[src/rtl/chunk_shift_seq.sv]
// Sequential chunk shifter: moves a CHUNKS x CHUNK_W word by one chunk per clock behind a valid/ready handshake.
// Optional rotate mode is built only when CHUNK_SHIFT_ROTATE_EN is defined; otherwise in_rot is ignored.
//
// state  | meaning
// IDLE   | ready for a request; captures operand, direction, fill and count on in_valid
// BUSY   | one chunk move per cycle until the remaining count reaches zero
// DONE   | result held; out_valid rises one cycle after entry, leaves on out_ready
module chunk_shift_seq #(
    parameter int CHUNK_W = 5,
    parameter int CHUNKS  = 10,
    parameter int SHIFT_W = 4
) (
    input  logic                        clk,
    input  logic                        rst_n,
    input  logic                        in_valid,
    output logic                        in_ready,
    input  logic [CHUNK_W*CHUNKS-1:0]   in_data,
    input  logic [SHIFT_W-1:0]          in_shift,
    input  logic                        in_dir,
    input  logic                        in_rot,
    input  logic [CHUNK_W-1:0]          fill,
    output logic                        out_valid,
    input  logic                        out_ready,
    output logic [CHUNK_W*CHUNKS-1:0]   out_data,
    output logic                        out_range_ok,
    output logic                        busy
);

    localparam int                 DATA_W   = CHUNK_W * CHUNKS;
    localparam logic [SHIFT_W-1:0] CHUNKS_S = SHIFT_W'(CHUNKS);
    localparam logic [SHIFT_W-1:0] CNT_ONE  = SHIFT_W'(1);

    typedef enum logic [1:0] {
        S_IDLE,
        S_BUSY,
        S_DONE
    } state_t;

    state_t               state_q, state_d;
    logic [DATA_W-1:0]    data_q, data_d;
    logic [SHIFT_W-1:0]   cnt_q, cnt_d;
    logic                 dir_q, dir_d;
    logic [CHUNK_W-1:0]   fill_q, fill_d;
    logic                 range_ok_q, range_ok_d;
    logic                 out_valid_q, out_valid_d;
    logic                 handshake;
    logic                 rot_in;
    logic [CHUNK_W-1:0]   chunk_in;

`ifdef CHUNK_SHIFT_ROTATE_EN
    logic rot_q, rot_d;

    assign rot_in   = in_rot;
    assign chunk_in = rot_q ? (dir_q ? data_q[DATA_W-1 -: CHUNK_W] : data_q[CHUNK_W-1:0])
                            : fill_q;
`else
    logic unused_rot;

    assign unused_rot = in_rot;
    assign rot_in     = 1'b0;
    assign chunk_in   = fill_q;
`endif

    assign handshake = out_valid_q && out_ready;

    always_comb begin
        state_d     = state_q;
        data_d      = data_q;
        cnt_d       = cnt_q;
        dir_d       = dir_q;
        fill_d      = fill_q;
        range_ok_d  = range_ok_q;
        out_valid_d = 1'b0;
`ifdef CHUNK_SHIFT_ROTATE_EN
        rot_d       = rot_q;
`endif
        case (state_q)
            S_IDLE: begin
                if (in_valid) begin
                    data_d     = in_data;
                    dir_d      = in_dir;
                    fill_d     = fill;
`ifdef CHUNK_SHIFT_ROTATE_EN
                    rot_d      = rot_in;
`endif
                    range_ok_d = rot_in || (in_shift < CHUNKS_S);
                    // rotate counts are taken as-is; fill counts saturate at a full word
                    if (rot_in || (in_shift < CHUNKS_S)) begin
                        cnt_d = in_shift;
                    end else begin
                        cnt_d = CHUNKS_S;
                    end
                    state_d = (cnt_d == '0) ? S_DONE : S_BUSY;
                end
            end
            S_BUSY: begin
                if (dir_q) begin
                    data_d = {data_q[DATA_W-CHUNK_W-1:0], chunk_in};
                end else begin
                    data_d = {chunk_in, data_q[DATA_W-1:CHUNK_W]};
                end
                cnt_d = cnt_q - CNT_ONE;
                if (cnt_q == CNT_ONE) begin
                    state_d = S_DONE;
                end
            end
            S_DONE: begin
                // out_valid is registered, so it rises one cycle after DONE is entered
                out_valid_d = !handshake;
                if (handshake) begin
                    state_d = S_IDLE;
                end
            end
            default: state_d = S_IDLE;
        endcase
    end

    always_ff @(posedge clk or negedge rst_n) begin
        if (!rst_n) begin
            state_q     <= S_IDLE;
            data_q      <= '0;
            cnt_q       <= '0;
            dir_q       <= 1'b0;
            fill_q      <= '0;
            range_ok_q  <= 1'b1;
            out_valid_q <= 1'b0;
`ifdef CHUNK_SHIFT_ROTATE_EN
            rot_q       <= 1'b0;
`endif
        end else begin
            state_q     <= state_d;
            data_q      <= data_d;
            cnt_q       <= cnt_d;
            dir_q       <= dir_d;
            fill_q      <= fill_d;
            range_ok_q  <= range_ok_d;
            out_valid_q <= out_valid_d;
`ifdef CHUNK_SHIFT_ROTATE_EN
            rot_q       <= rot_d;
`endif
        end
    end

    assign in_ready     = (state_q == S_IDLE);
    assign busy         = (state_q == S_BUSY);
    assign out_valid    = out_valid_q;
    assign out_data     = data_q;
    assign out_range_ok = range_ok_q;

endmodule

[config.mk]
export PLATFORM = sky130hd
export DESIGN_NAME = chunk_shift_seq
export DESIGN_NICKNAME = d
export VERILOG_FILES = /design/src/rtl/chunk_shift_seq.sv
export SDC_FILE = /design/constraint.sdc
export NUM_CORES = 1
export LEC_CHECK = 0
export CAP_MARGIN = 30
export CORE_AREA = 2 2 86 109
export DETAILED_ROUTE_END_ITERATION = 8
export DIE_AREA = 0 0 88 111
export GPL_TIMING_DRIVEN = 0
export PLACE_DENSITY = 0.76
export SYNTH_ARGS = -nofsm -noshare
export SYNTH_HDL_FRONTEND = slang
export SYNTH_SLANG_ARGS = --single-unit
export TNS_END_PERCENT = 1
[constraint.sdc]
create_clock -name clk -period 1.84 [get_ports clk]
set_input_delay 0.184 -clock clk [delete_from_list [all_inputs] [get_ports clk]]
set_output_delay 0.184 -clock clk [all_outputs]
set_load 0.01 [all_outputs]
======== Word-level counts from Yosys, hierarchy flattened ========
Index checks and enable logic that the tools add are counted.
word-level totals
  flip-flop bits (word level) ............. 64
  input port bits ......................... 65
  output and inout bits ................... 54
  logic and storage cells ................. 37
cells by class
  add/sub/neg operators ................... 1
  order comparisons ....................... 1
  equal/unequal tests ..................... 6
  muxes and demuxes ....................... 14
  reductions and logical operators ........ 8
operators by type and width
  operator                                               number
  two-way mux 50 bit                                     2
  case mux 50 bit (2 select lines)                       1
  two-way mux 4 bit                                      4
  two-way mux 2 bit                                      4
  case mux 4 bit (2 select lines)                        1
  case mux 2 bit (3 select lines)                        1
  == test 4 x 1 -> 1 bit, second input constant          1
  logical NOT 4 bit                                      1
  less-than comparator 4 bit, second input constant      1
  inequality test 2 bit, second input constant           2
  AND reduction 2 bit                                    2
  subtractor 4 x 1 -> 4 bit, second input constant       1
  AND reduction 3 bit                                    1
  == test 2 x 1 -> 1 bit, second input constant          1
  == test 2 bit, second input constant                   1
  logical NOT 2 bit                                      1
  inequality test 2 x 1 -> 1 bit, second input constant  1
  nonzero test 2 bit                                     1
  logical AND 1 bit                                      1
  logical NOT 1 bit                                      1
  two-way mux 1 bit                                      1

======== Logic depth before layout (Yosys ltp) ========
  depth after elaboration ................. 8
  gate-level depth with buffers ........... 5
  gate-level depth less buffers ........... 5

======== Worst setup path after synthesis ========
OpenSTA, ideal clock, no wires.
  path kind ............................... register to register
  from .................................... register state_q[1]
  to ...................................... register fill_q[0] (netlist: chunk_in[0])
  setup time .............................. 125 ps
  data arrival time ....................... 1146 ps
  data required time ...................... 1715 ps
  setup slack ............................. 569 ps
  stages on the path, launching flop included .. 5
  cell sequence ........................... dfrtp_1 -> nand2b_1 -> buf_6 -> nor2_4 -> mux2_2
on the way
  longest elaborated chain between the ends .. 2
ends and longest elaborated chain
  item                                  RTL line  RTL
  start: declaration                    39        state_t state_q, state_d;
  start signal: assignment              131       state_q <= state_d;
  logical NOT 2 bit                     77        case (state_q)
  AND reduction 2 bit (no source line)  -
  end signal: assignment                135       fill_q <= fill_d;
  end: declaration                      43        logic [CHUNK_W-1:0] fill_q, fill_d;
Every way passes these cells.
A chain may end at the register's enable or synchronous reset.

======== Final worst setup path ========
  from .................................... register state_q[1]
  to ...................................... output busy
on the way
  longest elaborated chain between the ends .. 1
ends and longest elaborated chain
  item                    RTL line  RTL
  == test 2 x 1 -> 1 bit  145       assign busy = (state_q == S_BUSY);
  end: declaration        26        output logic busy
Every way passes these cells.

==> run summary <==
Status = complete, no violations
Worst-margin pin slew = 0.828 ns
Crit path largest cell delay = 0.53 ns
Mapped cell area = 3860 µm²
Routed wire length = 12000 µm
Minimum clock period = 1.77 ns
Primary FF master, synth = dfrtp_1
Critical path class = reg2out
Crit path max-delay family = buffers and inverters
Avg Inst Size Synth = 11.0 µm²
Max-cap viol count = 0
CTS Sinks = 64
Maximum fanout along the worst path = 4
RSZ-0062 raised after global routing = no
Asr flop ratio synth = 100%
Ordered cell list for the critical path = nand2b_1 -> clkinv_4 -> clkdlybuf4s50_1
Fin Setup TNS = 0 ns
Port buffer count = 117
Worst VDD drop = 857 µV
Drt pass-1 iters = 5
GR Util All Layers = 25.0%
Worst clock skew = 0.00575 ns
Drt via density = 5.90
Root Buffer = clkbuf_16
Clk buf depth = 2
Arrival @ worst endpoint = 1.59 ns
Largest net degree at the start of global routing = 65
Die Ht = 111 µm
WP buf/inv = 2
Yosys cell types = 38
Final Hold Fails = 0
Area grow syn2layout = 42.1%
Most common cell after layout, fill and taps aside = clkdlybuf4s50_1
Inst Count DP = 590
GRT Residual Overflow = 0
Post-DP HPWL = 8540 µm
IO Count = 119
Most frequent cells in the layout = clkdlybuf4s50_1 (116), dfrtp_1 (63), nand2_1 (52)
Vias post-DR = 3577
FP Rows = 39
CP required = 1.66 ns
Post-Syn Nets = 417
CTS tree = built
Chip Width = 88 µm
CP Capture Type = primary output
Final setup fails = 0
Final Cycle Share = 96.4%
Sequential share of the synthesized area = 41.6%
Fin cells = 606
DRC viols = 0
Vias in the first global route = 3489
Num CTS Buffers = 9
First-pass GRT wire length = 18800 µm
Core Area = 8830 µm²
Fmax = 0.564 GHz
Mapped Cells = 350
Final Instance Area = 5480 µm²
Startpoint class of the critical path = flip-flop
Synth warn = 0
N_diodes = 0
HP Class = in2reg
FF+latch count, synth = 64
Worst-skew pair later-pin latency = 0.33 ns
Final nets = 545
DRT antenna net count = 0
Die ar. = 9770 µm²
P_leak = 2.16 nW
Drt initial violations = 218
Fillers = 734
Post-synth EDFFs = 0
Slowest CP cell = clkdlybuf4s50_1
Reg clk slew, reported paths = 0.05 ns
Worst slew margin = 44.8%
Initial antenna violation count = 0
H-tree depth = 3
Design Power = 10.2 mW
Share of cells above drive strength 1 = 10.6%
Routed WL per cell = 19.9 µm
Pwr dens = 1860 nW/µm²
Dpl cell area = 5180 µm²
Initial Util = 43.7%
Final slew viol count = 0
Routability cong. = 0.842
-- through the flow --
step	hold slack (ns)	worst slack [ns]	utilization [%]
2_1_floorplan	-0.112	0.569	-
3_3_place_gp	0.526	-1.60	58.7
3_5_place_dp	0.337	0.0779	58.6
4_1_cts	0.468	0.0520	62.0
5_1_grt	0.487	0.00717	62.0
6_report	0.468	0.0655	62.0
-- kinds of logic after synthesis --
kind of cell | synth area share (%)
and+or+nand+nor | 8.11
DFF | 41.6
buffers and inverters | 5.68
adders and majority gates | 0.649
AOI/OAI and AO/OA | 29.0
muxes | 15.0
-- routing by layer --
| layer | part of all wire, % | routed length [µm] | global-route usage (%) |
|---|---|---|---|
| met3 | 5.5 | 657 | 3.28 |
| met5 | 0 | 0 | 0 |
| met1 | 43 | 5130 | 34.5 |
| met2 | 50 | 5980 | 39.7 |
| met4 | 2.3 | 282 | 9.64 |
-- worst paths after layout --
path / from / to / slack (ns) / cells past startpoint
setup / recovery: state_q[1] / busy / 0.07 / 3
hold / removal: fill[2] / chunk_in[2] / 0.47 / 2
setup reg to reg: state_q[1] / out_data[35] / 0.14 / 6
hold reg to reg: chunk_in[0] / chunk_in[0] / 0.56 / 1
max in group asynchronous: rst_n / out_data[17] / 0.80 / 2
min in group asynchronous: rst_n / chunk_in[1] / 0.51 / 2
-- flip-flops by register name (all words and copies together), names as in the netlist --
signal	flops
chunk_in	5
cnt_q	4
dir_q	1
out_data	50
out_range_ok	1
out_valid	1
state_q	2
-- Yosys cell counts (2+ instances only) --
library cell	n	area, µm²
o221a_1	49	552
mux2_2	7	78.8
nor2_1	4	15.0
nor2b_1	2	12.5
buf_2	16	80.1
nand2b_1	4	25.0
nand3b_1	2	15.0
buf_6	6	67.6
inv_1	2	7.51
nor3b_1	2	15.0
ha_1	2	25.0
a211oi_1	2	15.0
o211ai_1	2	15.0
clkbuf_1	12	45.0
o22a_1	50	438
o21ai_0	4	20.0
mux2i_1	50	500
nand2_1	52	195
dfrtp_1	63	1580
-- layout make-up --
class                   instances  area, µm²  share of cell area [%]
plain buffers                  34        198                    3.61
clock buffers                  13        270                    4.93
clock inverters                 3       15.0                   0.274
inverters                       4       20.0                   0.365
multi-input cells             246       2030                    37.1
flip-flops and latches         64       1600                    29.2
well taps                     123        154                    2.81
repair buffers                119       1190                    21.6
-- power by group --
group          leakage [nW]  internal (mW)  switching [mW]
clock                 0.145           1.02           0.610
combinational          1.31           3.01            2.42
sequential            0.711           2.13            1.03
total                  2.16           6.15            4.06
-- repair_timing --
action,4_1_cts,5_1_grt
hold buffers,1,0
hold endpoints to repair,8,0
endpoints found under the setup margin,2,0
resized for setup,3,0
setup buffers,1,0
(Power assumes the default switching activity.)
